$ cat src/rtl/alu_pkg.sv
// Shared definitions for the ALU controller: opcodes, error codes, FSM states
// and the default settle time.
package alu_pkg;

  localparam logic [3:0] OP_ADD  = 4'b0000;
  localparam logic [3:0] OP_SUB  = 4'b0001;
  localparam logic [3:0] OP_DIV  = 4'b0010;
  localparam logic [3:0] OP_MOD  = 4'b0011;
  localparam logic [3:0] OP_AND  = 4'b0100;
  localparam logic [3:0] OP_NAND = 4'b0101;
  localparam logic [3:0] OP_OR   = 4'b0110;
  localparam logic [3:0] OP_NOR  = 4'b0111;
  localparam logic [3:0] OP_NOT  = 4'b1000;
  localparam logic [3:0] OP_NOOP = 4'b1001;
  localparam logic [3:0] OP_XOR  = 4'b1010;
  localparam logic [3:0] OP_XNOR = 4'b1011;

  // Opcodes above this value are reserved and rejected without touching the ALU
  localparam logic [3:0] OP_LAST_LEGAL = OP_XNOR;

  localparam logic [1:0] ERR_NONE     = 2'b00;
  localparam logic [1:0] ERR_OVERFLOW = 2'b01;
  localparam logic [1:0] ERR_DIVZERO  = 2'b10;
  localparam logic [1:0] ERR_ILLEGAL  = 2'b11;

  localparam int SETTLE_DEFAULT = 2;

  typedef enum logic [1:0] {
    ST_IDLE,
    ST_EXEC,
    ST_RESP
  } state_t;

endpackage

$ cat src/rtl/alu_controller_if.sv
// Bundle of command, result and ALU-facing signals of the ALU controller.
// The slave side is the controller; the master side is its environment.
interface alu_controller_if;

  logic        cmd_valid;
  logic        cmd_ready;
  logic        cmd_load;
  logic [3:0]  cmd_op;
  logic [31:0] cmd_data;

  logic [31:0] alu_in1;
  logic [31:0] alu_in2;
  logic [3:0]  alu_opcode;
  logic [63:0] alu_out;
  logic [1:0]  alu_error;

  logic        res_valid;
  logic        res_ready;
  logic [63:0] res_data;
  logic [1:0]  res_error;

  logic [31:0] acc;
  logic [1:0]  sticky_err;
  logic        busy;

  modport slave (
    input  cmd_valid, cmd_load, cmd_op, cmd_data, alu_out, alu_error, res_ready,
    output cmd_ready, alu_in1, alu_in2, alu_opcode, res_valid, res_data, res_error,
           acc, sticky_err, busy
  );

  modport master (
    output cmd_valid, cmd_load, cmd_op, cmd_data, alu_out, alu_error, res_ready,
    input  cmd_ready, alu_in1, alu_in2, alu_opcode, res_valid, res_data, res_error,
           acc, sticky_err, busy
  );

endinterface

$ cat src/rtl/alu_controller.sv
// Sequences commands onto an external combinational ALU: holds its operands for
// SETTLE cycles, captures the result and hands it out over a valid/ready port.
module alu_controller
  import alu_pkg::*;
#(
  parameter int SETTLE = SETTLE_DEFAULT
) (
  input logic             clk,
  input logic             rst,
  alu_controller_if.slave bus
);

  localparam logic [3:0] SETTLE_LAST = 4'(SETTLE - 1);

  state_t      state;
  state_t      next_state;
  logic [3:0]  settle_cnt;
  logic [3:0]  op_q;
  logic [31:0] in1_q;
  logic [31:0] in2_q;
  logic [63:0] res_data_q;
  logic [1:0]  res_error_q;
  logic [31:0] acc_q;
  logic [1:0]  sticky_q;

  logic        accept;
  logic        res_fire;
  logic        is_illegal;
  logic        cmd_ready_c;
  logic        res_valid_c;
  logic [3:0]  alu_opcode_c;
  logic [31:0] alu_in1_c;
  logic [31:0] alu_in2_c;

  assign accept     = bus.cmd_valid && (state == ST_IDLE);
  assign res_fire   = bus.res_ready && (state == ST_RESP);
  assign is_illegal = bus.cmd_op > OP_LAST_LEGAL;

  always_ff @(posedge clk) begin
    if (rst) state <= ST_IDLE;
    else     state <= next_state;
  end

  always_comb begin
    next_state   = state;
    cmd_ready_c  = 1'b0;
    res_valid_c  = 1'b0;
    alu_opcode_c = OP_NOOP;
    alu_in1_c    = '0;
    alu_in2_c    = '0;
    case (state)
      ST_IDLE: begin
        cmd_ready_c = 1'b1;
        if (accept)
          next_state = (bus.cmd_load || is_illegal) ? ST_RESP : ST_EXEC;
      end
      ST_EXEC: begin
        alu_opcode_c = op_q;
        alu_in1_c    = in1_q;
        alu_in2_c    = in2_q;
        if (settle_cnt == 4'd0) next_state = ST_RESP;
      end
      ST_RESP: begin
        res_valid_c = 1'b1;
        if (bus.res_ready) next_state = ST_IDLE;
      end
      default: next_state = ST_IDLE;
    endcase
  end

  // Loads and reserved opcodes resolve at accept; ALU ops capture on the last EXEC cycle
  always_ff @(posedge clk) begin
    if (rst) begin
      settle_cnt  <= '0;
      op_q        <= OP_NOOP;
      in1_q       <= '0;
      in2_q       <= '0;
      res_data_q  <= '0;
      res_error_q <= ERR_NONE;
      acc_q       <= '0;
      sticky_q    <= ERR_NONE;
    end else begin
      if (accept) begin
        if (bus.cmd_load) begin
          res_data_q  <= {32'b0, bus.cmd_data};
          res_error_q <= ERR_NONE;
          acc_q       <= bus.cmd_data;
          sticky_q    <= ERR_NONE;
        end else if (is_illegal) begin
          res_data_q  <= '0;
          res_error_q <= ERR_ILLEGAL;
        end else begin
          op_q       <= bus.cmd_op;
          in1_q      <= bus.cmd_data;
          in2_q      <= acc_q;
          settle_cnt <= SETTLE_LAST;
        end
      end
      if (state == ST_EXEC) begin
        if (settle_cnt == 4'd0) begin
          res_data_q  <= bus.alu_out;
          res_error_q <= bus.alu_error;
        end else begin
          settle_cnt <= settle_cnt - 4'd1;
        end
      end
      if (res_fire) begin
        if (res_error_q == ERR_NONE) acc_q <= res_data_q[31:0];
        sticky_q <= sticky_q | res_error_q;
      end
    end
  end

  assign bus.cmd_ready  = cmd_ready_c;
  assign bus.res_valid  = res_valid_c;
  assign bus.alu_opcode = alu_opcode_c;
  assign bus.alu_in1    = alu_in1_c;
  assign bus.alu_in2    = alu_in2_c;
  assign bus.res_data   = res_data_q;
  assign bus.res_error  = res_error_q;
  assign bus.acc        = acc_q;
  assign bus.sticky_err = sticky_q;
  assign bus.busy       = (state != ST_IDLE);

endmodule

$ cat src/flat_wrapper.sv
// flat-port wrapper written by rule: the top's interface ports become plain ports
module alu_controller_flat import alu_pkg::*;
#(
  parameter int SETTLE = SETTLE_DEFAULT
)
  (clk, rst, bus_cmd_valid, bus_cmd_load, bus_cmd_op, bus_cmd_data, bus_alu_out, bus_alu_error, bus_res_ready, bus_cmd_ready, bus_alu_in1, bus_alu_in2, bus_alu_opcode, bus_res_valid, bus_res_data, bus_res_error, bus_acc, bus_sticky_err, bus_busy);
  alu_controller_if bus_i ();
  input logic clk;
  input logic rst;
  input wire logic [$bits(bus_i.cmd_valid)-1:0] bus_cmd_valid;
  input wire logic [$bits(bus_i.cmd_load)-1:0] bus_cmd_load;
  input wire logic [$bits(bus_i.cmd_op)-1:0] bus_cmd_op;
  input wire logic [$bits(bus_i.cmd_data)-1:0] bus_cmd_data;
  input wire logic [$bits(bus_i.alu_out)-1:0] bus_alu_out;
  input wire logic [$bits(bus_i.alu_error)-1:0] bus_alu_error;
  input wire logic [$bits(bus_i.res_ready)-1:0] bus_res_ready;
  output wire logic [$bits(bus_i.cmd_ready)-1:0] bus_cmd_ready;
  output wire logic [$bits(bus_i.alu_in1)-1:0] bus_alu_in1;
  output wire logic [$bits(bus_i.alu_in2)-1:0] bus_alu_in2;
  output wire logic [$bits(bus_i.alu_opcode)-1:0] bus_alu_opcode;
  output wire logic [$bits(bus_i.res_valid)-1:0] bus_res_valid;
  output wire logic [$bits(bus_i.res_data)-1:0] bus_res_data;
  output wire logic [$bits(bus_i.res_error)-1:0] bus_res_error;
  output wire logic [$bits(bus_i.acc)-1:0] bus_acc;
  output wire logic [$bits(bus_i.sticky_err)-1:0] bus_sticky_err;
  output wire logic [$bits(bus_i.busy)-1:0] bus_busy;
  assign bus_i.cmd_valid = bus_cmd_valid;
  assign bus_i.cmd_load = bus_cmd_load;
  assign bus_i.cmd_op = bus_cmd_op;
  assign bus_i.cmd_data = bus_cmd_data;
  assign bus_i.alu_out = bus_alu_out;
  assign bus_i.alu_error = bus_alu_error;
  assign bus_i.res_ready = bus_res_ready;
  assign bus_cmd_ready = bus_i.cmd_ready;
  assign bus_alu_in1 = bus_i.alu_in1;
  assign bus_alu_in2 = bus_i.alu_in2;
  assign bus_alu_opcode = bus_i.alu_opcode;
  assign bus_res_valid = bus_i.res_valid;
  assign bus_res_data = bus_i.res_data;
  assign bus_res_error = bus_i.res_error;
  assign bus_acc = bus_i.acc;
  assign bus_sticky_err = bus_i.sticky_err;
  assign bus_busy = bus_i.busy;
  alu_controller #(.SETTLE(SETTLE)) u_core (.clk(clk), .rst(rst), .bus(bus_i));
endmodule
$ cat config.mk
export PLATFORM = sky130hd
export DESIGN_NAME = alu_controller_flat
export DESIGN_NICKNAME = d
export VERILOG_FILES = /design/src/rtl/alu_pkg.sv /design/src/rtl/alu_controller_if.sv /design/src/rtl/alu_controller.sv /design/src/flat_wrapper.sv
export SDC_FILE = /design/constraint.sdc
export NUM_CORES = 1
export LEC_CHECK = 0
export BUFFER_PORTS_ARGS = -buffer_cell sky130_fd_sc_hd__buf_2
export CAP_MARGIN = 10
export CORE_ASPECT_RATIO = 0.9
export CORE_MARGIN = 5
export CORE_UTILIZATION = 40
export CTS_CLUSTER_DIAMETER = 100
export DETAILED_ROUTE_END_ITERATION = 8
export PLACE_DENSITY = 0.67
export RECOVER_POWER = 50
export SKIP_CTS_REPAIR_TIMING = 1
export SYNTH_ARGS = -nofsm -noshare
export SYNTH_HDL_FRONTEND = slang
export SYNTH_SLANG_ARGS = --single-unit
export TNS_END_PERCENT = 5
$ cat constraint.sdc
create_clock -name clk -period 4.5 [get_ports clk]
set_input_delay 0.45 -clock clk [delete_from_list [all_inputs] [get_ports clk]]
set_output_delay 0.45 -clock clk [all_outputs]
set_load 0.05 [all_outputs]
==> results of run 1 <==
==> cell families (layout without fill, tap and decap cells) <==
kind of cell,count (synthesis),count (layout),synth area share (%)
DFF,174,174,44.9
AOI/OAI and AO/OA,316,316,25.7
and+or+nand+nor,325,325,21.9
adders and majority gates,1,1,0.161
buffers and inverters,121,330,7.24
muxes,1,1,0.145
==> worst max-delay path, stage by stage (launching register included) <==
cell and delay, ps:
dfxtp_1 340, inv_1 70, ha_1 190, nor3b_1 190
clkbuf_1 1260, nand2_1 400, buf_4 390, a311oi_1 270
==> registers in the layout, summed over array words and instances (netlist names) <==
signal	count
u_core.bus.acc	32
u_core.state	2
u_core.bus.res_data	64
u_core.in1_q	32
u_core.bus.res_error	2
u_core.op_q	4
u_core.in2_q	32
u_core.bus.sticky_err	2
u_core.settle_cnt	4
==> power breakdown <==
part,switching [µW],internal (µW)
Combinational,913,244
Sequential,108,1670
Clock,625,751
==> synthesized netlist by cell type, types with 3 or more instances <==
library cell	number
a21oi_1	103
nand2b_1	3
and2_1	66
o21ai_0	102
buf_4	6
inv_1	4
buf_6	7
nand2_1	66
nor3_1	66
clkbuf_1	76
o221ai_1	33
nand3_1	103
a311oi_1	64
nor2b_1	3
buf_2	25
dfxtp_1	174
==> worst max path at each step <==
stage | startpoint | slack [ps] | endpoint | cells after the start
5_1_grt | u_core.state[0] | 1000 | bus_alu_in2[27] | 4
2_1_floorplan | u_core.state[0] | 2440 | bus_alu_in2[11] | 6
6_report | u_core.settle_cnt[0] | 1270 | u_core.bus.res_data[16] | 7
3_3_place_gp | u_core.state[0] | 1710 | bus_alu_in2[28] | 4
3_5_place_dp | u_core.state[0] | 1660 | bus_alu_in2[29] | 4
4_1_cts | u_core.state[0] | 1190 | bus_alu_in2[27] | 4
==> layout make-up <==
type                       count  area share [%]
inverter                       4           0.158
sequential                   174            36.7
clock buffer                  23            5.03
multi-input combinational    643            39.4
tap                          250            3.29
timing repair buffer         294            14.7
clock inverter                 9           0.646
==> per-layer routing <==
layer	vias to the layer above	share of wire, %
li1	3844	-
met2	407	46
met5	-	0
met1	3846	44
met3	29	9.1
met4	0	1.3
==> cells in the final DEF, fill, tap and decap left out, types with 3 or more instances in the layout <==
| master | Yosys | layout |
|---|---|---|
| a311oi_1 | 64 | 64 |
| buf_2 | 25 | 173 |
| o21ai_0 | 102 | 102 |
| nor3_1 | 66 | 66 |
| dfxtp_1 | 174 | 174 |
| buf_4 | 6 | 15 |
| o221ai_1 | 33 | 33 |
| clkinv_2 | 0 | 4 |
| and2_1 | 66 | 66 |
| nand2_1 | 66 | 66 |
| nand3_1 | 103 | 103 |
| clkbuf_8 | 0 | 3 |
| clkbuf_1 | 76 | 107 |
| a21oi_1 | 103 | 102 |
| clkbuf_16 | 0 | 17 |
| inv_1 | 4 | 4 |
==> metrics by stage <==
| step | cell area (µm²) | power, µW | hold WS (ps) |
|---|---|---|---|
| floorplan | 7760 | 2650 | 449 |
| global placement | 9100 | 2980 | 457 |
| detailed placement | 9100 | 2990 | 463 |
| CTS | 9640 | 4360 | 254 |
| global route | 9500 | 4490 | 257 |
| finish | 9500 | 4310 | 273 |
==> impl_metrics.toml, run 1 <==
[outcome]
status = "complete, but fails checks"
violations = "capacitance limit, slew limit"

[critical_path]
end_kind = "flip-flop"
cp_max_fo = 37
reg2reg_to = "u_core.bus.res_data[16]"
ff2ff_path_depth = 7
required_ps = 4820
worst-setup-path-type = "reg -> reg"
cp-start-kind = "flip-flop"
critPathArrivalTime_ps = 3550
timing.rr.start = "u_core.settle_cnt[0]"
r2r_slack_ps = 1270

[cells_and_area]
seq_area_um2 = 3480
drive_above_1_share_pct = 20.1
n_antenna_cell = 0
fillers = 1923
fin_util_pct = 49.6
multi_input_area_um2 = 3740
fin_nets = 1242
synthToLayoutAreaGrowth_pct = 22.4
fin_cells = 1397

[clock_network]
h-tree-depth = 4
clock-sinks = 174
cts_root_buf = "clkbuf_16"
cts_tree = "yes"
numCtsBuffers = 17
insertion_delay_ps = 430
clkTransAtPathRegs_ps = 60
clk_path_buf_depth = 2

[sta]
period_minus_slack_ps = 3230
clock-skew-final_ps = 13.2
slew_violations = 74
tightest_slew_ps = 1720
max-slew-margin-rel_pct = -14.4
setup_viol = 0
setup_slack_ps = 1270
rsz0062_at_grt = "no"
fin_setup_tns_ps = 0
hold_viol_final = 0
min_period_over_period_pct = 71.8
fmax_ghz = 0.309

[floorplan]
die_area_um2 = 22300
start_util_pct = 40.5
coreArea_um2 = 19200
io_pins = 278
num_rows = 48
die_height_um = 142
die_w_um = 157

[logic_synthesis]
synth_cells = 938
syn-cell-area_um2 = 7760
yosysWarnings = 0
synth_area_leaders = "dfxtp_1 45%, a311oi_1 7.2%, a21oi_1 6.6%, nand3_1 6.6%, o21ai_0 6.6%"
ys_async_sr_fraction_pct = 0
yosysTopAreaCell = "dfxtp_1"
synth_fp_nets = 1046
ys_types = 43
post-synth-top-area-fraction_pct = 44.9
synth_flop_cell = "dfxtp_1"
synth_edf_count = 0
ys_ff_latch = 174
yosysSeqAreaShare_pct = 44.9
synth_area_per_cell_um2 = 8.27

[run]
drv_cap = 2

[detailed_routing]
drc = 0
wl_mm = 27.6
ant_nets = 0
first_pass_iters = 6
drtIter0Drc = 658
wl_per_cell_um = 19.8
vias_per_cell = 5.82
via_count = 8126

[grt]
grtUsageTotal_pct = 23.7
grt_pass1_vias = 7737
met3_usage_pct = 5.72
use_met1_pct = 32.9
grt_overflow_total = 0
grt_busiest_layer = "met2"
grt_use_met2_pct = 36.9
grt_max_degree = 111
grt_pass1_wl_mm = 43.0
antenna_found_initial = 0

[worst_hold_path]
min_path_cells = 2
worstHoldPathType = "in -> reg"
holdCritStartpoint = "bus_alu_error[1]"
holdPathEnd = "u_core.bus.res_error[1]"

[placement]
place.gp.congestion = 0.755
port_buffers = 277
dp.cells = 1365
dp_hpwl_mm = 17.0
place_ws_ps = 1660

[pwr]
powerDensity_nw_per_um2 = 454
power_leakage_uw = 0.00343
vdd_ir_drop_max_mv = 0.237
(Power assumes the default switching activity.)
==> run 2, diff against run 1 <==
--- a/config.mk
+++ b/config.mk
@@ -5,6 +5,7 @@
 export SDC_FILE = /design/constraint.sdc
 export NUM_CORES = 1
 export LEC_CHECK = 0
+export ABC_AREA = 1
 export BUFFER_PORTS_ARGS = -buffer_cell sky130_fd_sc_hd__buf_2
 export CAP_MARGIN = 10
 export CORE_ASPECT_RATIO = 0.9
==> constraint.sdc (replaced) <==
create_clock -name clk -period 3.16 [get_ports clk]
set_input_delay 0.316 -clock clk [delete_from_list [all_inputs] [get_ports clk]]
set_output_delay 0.316 -clock clk [all_outputs]
set_load 0.05 [all_outputs]
==> run 2 against run 1 <==
Compared with the run above:
- the flow now finishes without violations
- clock power increased by 52%
- synthesized cell count is 25% higher
- register-to-register slack worse by 620 ps
- first-iteration DRC count decreased by 31%
- clock-buffer cell count down 6
- setup slack worse by 680 ps
- cell area grew 0.66%
- global-route usage down 3.3 points
- worst hold slack got worse by 150 ps
- cell count rose by 20%
- synthesized area down 1.6%
- sequential power grew 38%
==> impl_metrics.toml, run 2 <==
[outcome]
status = "finished clean"

[detailed_routing]
wl_mm = 23.3
ant_nets = 0
drtIter0Drc = 455
vias_per_cell = 4.65
first_pass_iters = 5
wl_per_cell_um = 13.9
drc = 0
via_count = 7777

[logic_synthesis]
synth_cells = 1173
synth_flop_cell = "dfxtp_1"
synth_area_leaders = "dfxtp_1 46%, nor2_1 18%, nand2_1 8.9%, inv_1 7.1%, o21ai_0 7.1%"
synth_most_common_cell = "nor2_1"
yosysTopAreaCell = "dfxtp_1"
ys_async_sr_fraction_pct = 0
ys_ff_latch = 174
post-synth-top-area-fraction_pct = 45.6
syn-cell-area_um2 = 7640
ys_types = 22
yosysWarnings = 0
synth_commonest_cells = "363 x nor2_1, 182 x nand2_1, 174 x dfxtp_1, 144 x inv_1, 108 x o21ai_0"
synth_area_per_cell_um2 = 6.51
synth_fp_nets = 1281
synth_edf_count = 0
yosysSeqAreaShare_pct = 45.6

[grt]
met3_usage_pct = 5.22
grt_max_degree = 70
grt_pass1_wl_mm = 37.0
grt_pass1_vias = 7340
grt_busiest_layer = "met2"
grtUsageTotal_pct = 20.5
antenna_found_initial = 2
grt_use_met2_pct = 33.9
use_met1_pct = 26.7
grt_overflow_total = 0

[worst_hold_path]
worstHoldPathType = "in -> reg"

[sta]
period_minus_slack_ps = 2570
fmax_ghz = 0.388
fin_setup_tns_ps = 0
min_period_over_period_pct = 81.5
slew_violations = 0
hold_viol_final = 0
rsz0062_at_grt = "no"
tightest_slew_ps = 1470
max-slew-margin-rel_pct = 1.98
clock-skew-final_ps = 16.0
setup_viol = 0

[cells_and_area]
final_area_um2 = 9560
mostFrequentLayoutCell = "nor2_1"
synthToLayoutAreaGrowth_pct = 25.1
fin_nets = 1515
layout_common_cells = "364 x nor2_1, 185 x nand2_1, 174 x dfxtp_1"
fin_cells = 1671
drive_above_1_share_pct = 15.4
largest_reg_flops = 64

[critical_path]
cp_max_fo = 59
required_ps = 2840
worstPathCellList = "inv_2, nand2_1, buf_4, nor2_1, buf_2"
worst_path_max_delay_cell = "buf_4"
critPathArrivalTime_ps = 2260
worst-setup-path-type = "reg -> out"
end_kind = "output pin"
max_stage_delay_ps = 630
cp-start-kind = "flip-flop"

[run]
drv_cap = 0

[clock_network]
h-tree-depth = 4
insertion_delay_ps = 430
clock-sinks = 174
cts_root_buf = "clkbuf_16"
numCtsBuffers = 17
clkTransAtPathRegs_ps = 70
cts_tree = "yes"
clk_path_buf_depth = 2

[pwr]
power_leakage_uw = 0.00470
power_frac_comb_pct = 18.8
swShare_pct = 32.6
vdd_ir_drop_max_mv = 0.359
internal_power_uw = 3780
power.total_uw = 5610
netSwitchingPower_uw = 1830
clockPowerShare_pct = 37.5
powerDensity_nw_per_um2 = 586
p_seq_share_pct = 43.7

[placement]
dp.cells = 1638
dp_hpwl_mm = 15.4
place.gp.congestion = 0.791
port_buffers = 277
dpl_cell_area_um2 = 9120

[floorplan]
die_area_um2 = 22000
start_util_pct = 40.2
die_height_um = 141
io_pins = 278
die_w_um = 156
num_rows = 48
coreArea_um2 = 19000
run 2: critical path: cells and delay by family (launching register included):
kind,cells,cell delay (ps)
buffers and inverters,3,950
AND/OR/NAND/NOR,2,430
flip-flops,1,410
run 2: cell type report:
class                   instances  area [µm²]
fillers                      2031        9420
flip-flops and latches        174        3480
multi-input cells             779        3280
repair buffers                285        1330
inverters                     150         564
clock buffers                  17         425
well taps                     250         313
clock inverters                15         161
diodes                          1        2.50
run 2: per-layer routing:
| metal | part of all wire (%) | vias to the layer above |
|---|---|---|
| met1 | 46 | 3458 |
| met4 | 1.3 | 2 |
| li1 | - | 4038 |
| met5 | 0.030 | - |
| met2 | 46 | 259 |
| met3 | 7.5 | 20 |
run 2: logic make-up after synthesis:
kind of cell | after synthesis | synth area share (%)
flops | 174 | 45.6
fa+ha+maj | 1 | 0.164
simple gates | 600 | 30.9
compound gates | 177 | 11.6
xor+xnor | 1 | 0.115
buf+inv | 220 | 11.6
run 2: final timing paths:
path | from | to | depth (start not counted) | slack, ps
worst max-delay path | u_core.state[1] | bus_alu_in2[14] | 5 | 590
worst min-delay path | bus_cmd_op[0] | u_core.op_q[0] | 3 | 120
worst max register to register | u_core.state[0] | u_core.in1_q[19] | 6 | 650
worst min register to register | u_core.op_q[3] | u_core.op_q[3] | 2 | 460
run 2: through the flow:
step / util, % / setup slack [ps] / hold WS, ps
after global placement: 48.1 / 1120 / 430
after global routing: 50.4 / 441 / 118
after CTS: 51.2 / 698 / 103
final: 50.4 / 585 / 124
after floorplan: - / 1260 / 421
after detailed placement: 48.1 / 1070 / 444
run 2: power by group through the flow:
stage	registers [µW]	clock network [µW]	logic, µW
floorplan	2780	0	496
global placement	2490	0	1090
detailed placement	2490	0	1090
CTS	2440	2150	1100
global route	2470	2240	1170
finish	2450	2100	1060
==> run 3, diff against run 2 <==
--- a/config.mk
+++ b/config.mk
@@ -5,7 +5,7 @@
 export SDC_FILE = /design/constraint.sdc
 export NUM_CORES = 1
 export LEC_CHECK = 0
-export ABC_AREA = 1
+export ABC_AREA = 0
 export BUFFER_PORTS_ARGS = -buffer_cell sky130_fd_sc_hd__buf_2
 export CAP_MARGIN = 10
 export CORE_ASPECT_RATIO = 0.9
@@ -13,7 +13,7 @@
 export CORE_UTILIZATION = 40
 export CTS_CLUSTER_DIAMETER = 100
 export DETAILED_ROUTE_END_ITERATION = 8
-export PLACE_DENSITY = 0.67
+export PLACE_DENSITY = 0.69
 export RECOVER_POWER = 50
 export SKIP_CTS_REPAIR_TIMING = 1
 export SYNTH_ARGS = -nofsm -noshare
==> constraint.sdc (replaced) <==
create_clock -name clk -period 2.1 [get_ports clk]
set_input_delay 0.21 -clock clk [delete_from_list [all_inputs] [get_ports clk]]
set_output_delay 0.21 -clock clk [all_outputs]
set_load 0.05 [all_outputs]
==> run 3 against run 2 <==
Compared with the run above:
- global-route usage increased by 3.2 points
- utilization increased by 1.6 points
- sequential power increased by 55%
- register-to-register slack got worse by 390 ps
- combinational power increased by 140%
- setup slack got worse by 520 ps
- worst hold slack got worse by 92 ps
- die area increased by 1.5%
- critical path depth decreased by 1
- clock-buffer cell count increased by 2
- sequential share of layout area decreased by 1.4 points
- non-clock buffer count increased by 22
- largest cell class is now multi-input combinational cells
==> impl_metrics.toml, run 3 (same netlist as run 1, synthesis figures left out) <==
[critical_path]
r2r_slack_ps = 260
end_kind = "output pin"
ff2ff_path_depth = 6
cp_num_buf_inv = 2
worst-setup-path-type = "reg -> out"
max_stage_delay_ps = 430
cp-start-kind = "flip-flop"
reg2reg_to = "u_core.bus.res_data[2]"
worstPathCellList = "nor2b_4, buf_12, and2_1, buf_2"
critPathArrivalTime_ps = 1820
cp_max_fo = 35
worst_path_max_delay_cell = "dfxtp_4"
cpLargestDelayFamily = "buffers and inverters"
required_ps = 1890
timing.rr.start = "u_core.settle_cnt[0]"

[sta]
fmax_ghz = 0.492
max-slew-margin-rel_pct = 49.7
tightest_slew_ps = 758
period_minus_slack_ps = 2030
clock-skew-final_ps = 7.39
min_period_over_period_pct = 96.7
whs_ps = 31.9
slew_violations = 0
hold_viol_final = 0
setup_viol = 0

[cells_and_area]
layout_common_cells = "172 x dfxtp_1, 137 x buf_2, 103 x nand3_1"
mostFrequentLayoutCell = "dfxtp_1"
n_antenna_cell = 0
final_area_um2 = 9950
fin_nets = 1255
largest_reg_flops = 64
drive_above_1_share_pct = 21.7
synthToLayoutAreaGrowth_pct = 28.2

[pwr]
swShare_pct = 36.8
p_seq_share_pct = 39.2
power_frac_comb_pct = 26.7
internal_power_uw = 6140
vdd_ir_drop_max_mv = 0.572
netSwitchingPower_uw = 3570
powerDensity_nw_per_um2 = 977
power_leakage_uw = 0.00357
clockPowerShare_pct = 34.1

[detailed_routing]
vias_per_cell = 5.80
drc = 0
wl_per_cell_um = 19.6
first_pass_iters = 5
wl_mm = 27.6
via_count = 8169
ant_nets = 0
drtIter0Drc = 634

[clock_network]
cts_root_buf = "clkbuf_16"
clock-sinks = 174
cts_tree = "yes"
clkTransAtPathRegs_ps = 60
h-tree-depth = 4
clk_path_buf_depth = 2
insertion_delay_ps = 420
numCtsBuffers = 17

[placement]
port_buffers = 277
dpl_cell_area_um2 = 9350
place.gp.congestion = 0.790
dp_hpwl_mm = 17.8

[worst_hold_path]
min_path_cells = 3
holdPathEnd = "u_core.op_q[0]"
worstHoldPathType = "in -> reg"
holdCritStartpoint = "bus_cmd_op[0]"

[floorplan]
start_util_pct = 40.5
die_height_um = 142
die_w_um = 157
io_pins = 278
num_rows = 48
coreArea_um2 = 19200
die_area_um2 = 22300

[outcome]
status = "finished clean"

[run]
drv_cap = 0

[grt]
antenna_found_initial = 0
grt_max_degree = 88
grt_pass1_wl_mm = 42.9
grt_overflow_total = 0
grtUsageTotal_pct = 23.7
grt_pass1_vias = 7695
[run 3: cell count changes in the layout (fill, tap and decap cells not counted), moves of 33 or more]
cell,delta
a21oi_1,+59
a311oi_1,+64
and2_1,+66
clkbuf_4,+37
inv_1,-143
nand2_1,-119
nand3_1,+63
nor2_1,-363
nor3_1,+65
o221ai_1,+33
[run 3: worst reg2reg max path: stages, from the launching register on]
cell and delay [ps]:
dfxtp_1 340, inv_1 70, ha_1 200, nor3b_4 440
nand2_1 160, buf_4 260, a311oi_1 280
[run 3: worst max-delay path by stage]
stage,from,to,slack [ps],depth (start not counted)
2_1_floorplan,u_core.state[0],bus_alu_in2[11],280,6
3_3_place_gp,u_core.state[0],u_core.bus.res_data[31],300,5
3_5_place_dp,u_core.state[0],u_core.bus.res_data[31],190,5
4_1_cts,u_core.state[0],bus_alu_in1[0],-180,4
5_1_grt,u_core.state[0],bus_alu_in2[4],-4,4
6_report,u_core.state[0],bus_alu_in1[2],70,4
[run 3: per-stage QoR]
step | total power, µW | setup slack, ps | util [%] | setup TNS (ps) | instances
after floorplan | 5670 | 276 | - | 0 | 938
after global placement | 6470 | 300 | 48.8 | 0 | 1377
after detailed placement | 6510 | 189 | 48.8 | 0 | 1377
after CTS | 9810 | -177 | 52.0 | -8500 | 1408
after global routing | 10100 | -3.85 | 51.9 | -19.3 | 1409
final | 9710 | 69.2 | 51.9 | 0 | 1409
[run 3: final cells by class]
class                           count  area [µm²]
Multi-Input combinational cell    643        3750
Timing Repair Buffer              307        1760
Fill cell                        1908        9210
Tap cell                          250         313
Inverter                            4        15.0
Sequential cell                   174        3490
Clock buffer                       19         453
Clock inverter                     12         160
[run 3: power by group through the flow]
stage / clock (µW) / combinational (µW) / sequential (µW)
final: 3320 / 2590 / 3800
after global routing: 3520 / 2770 / 3840
after CTS: 3370 / 2650 / 3790
after detailed placement: 0 / 2640 / 3860
after global placement: 0 / 2610 / 3860
after floorplan: 0 / 1130 / 4540
[run 3: layer usage]
layer	vias to the layer above	track usage, %	wire length (µm)
met5	-	0	0
met4	0	5.21	435
met3	30	5.84	2430
met2	379	37.1	12600
met1	3892	33.2	12100
li1	3868	-	-
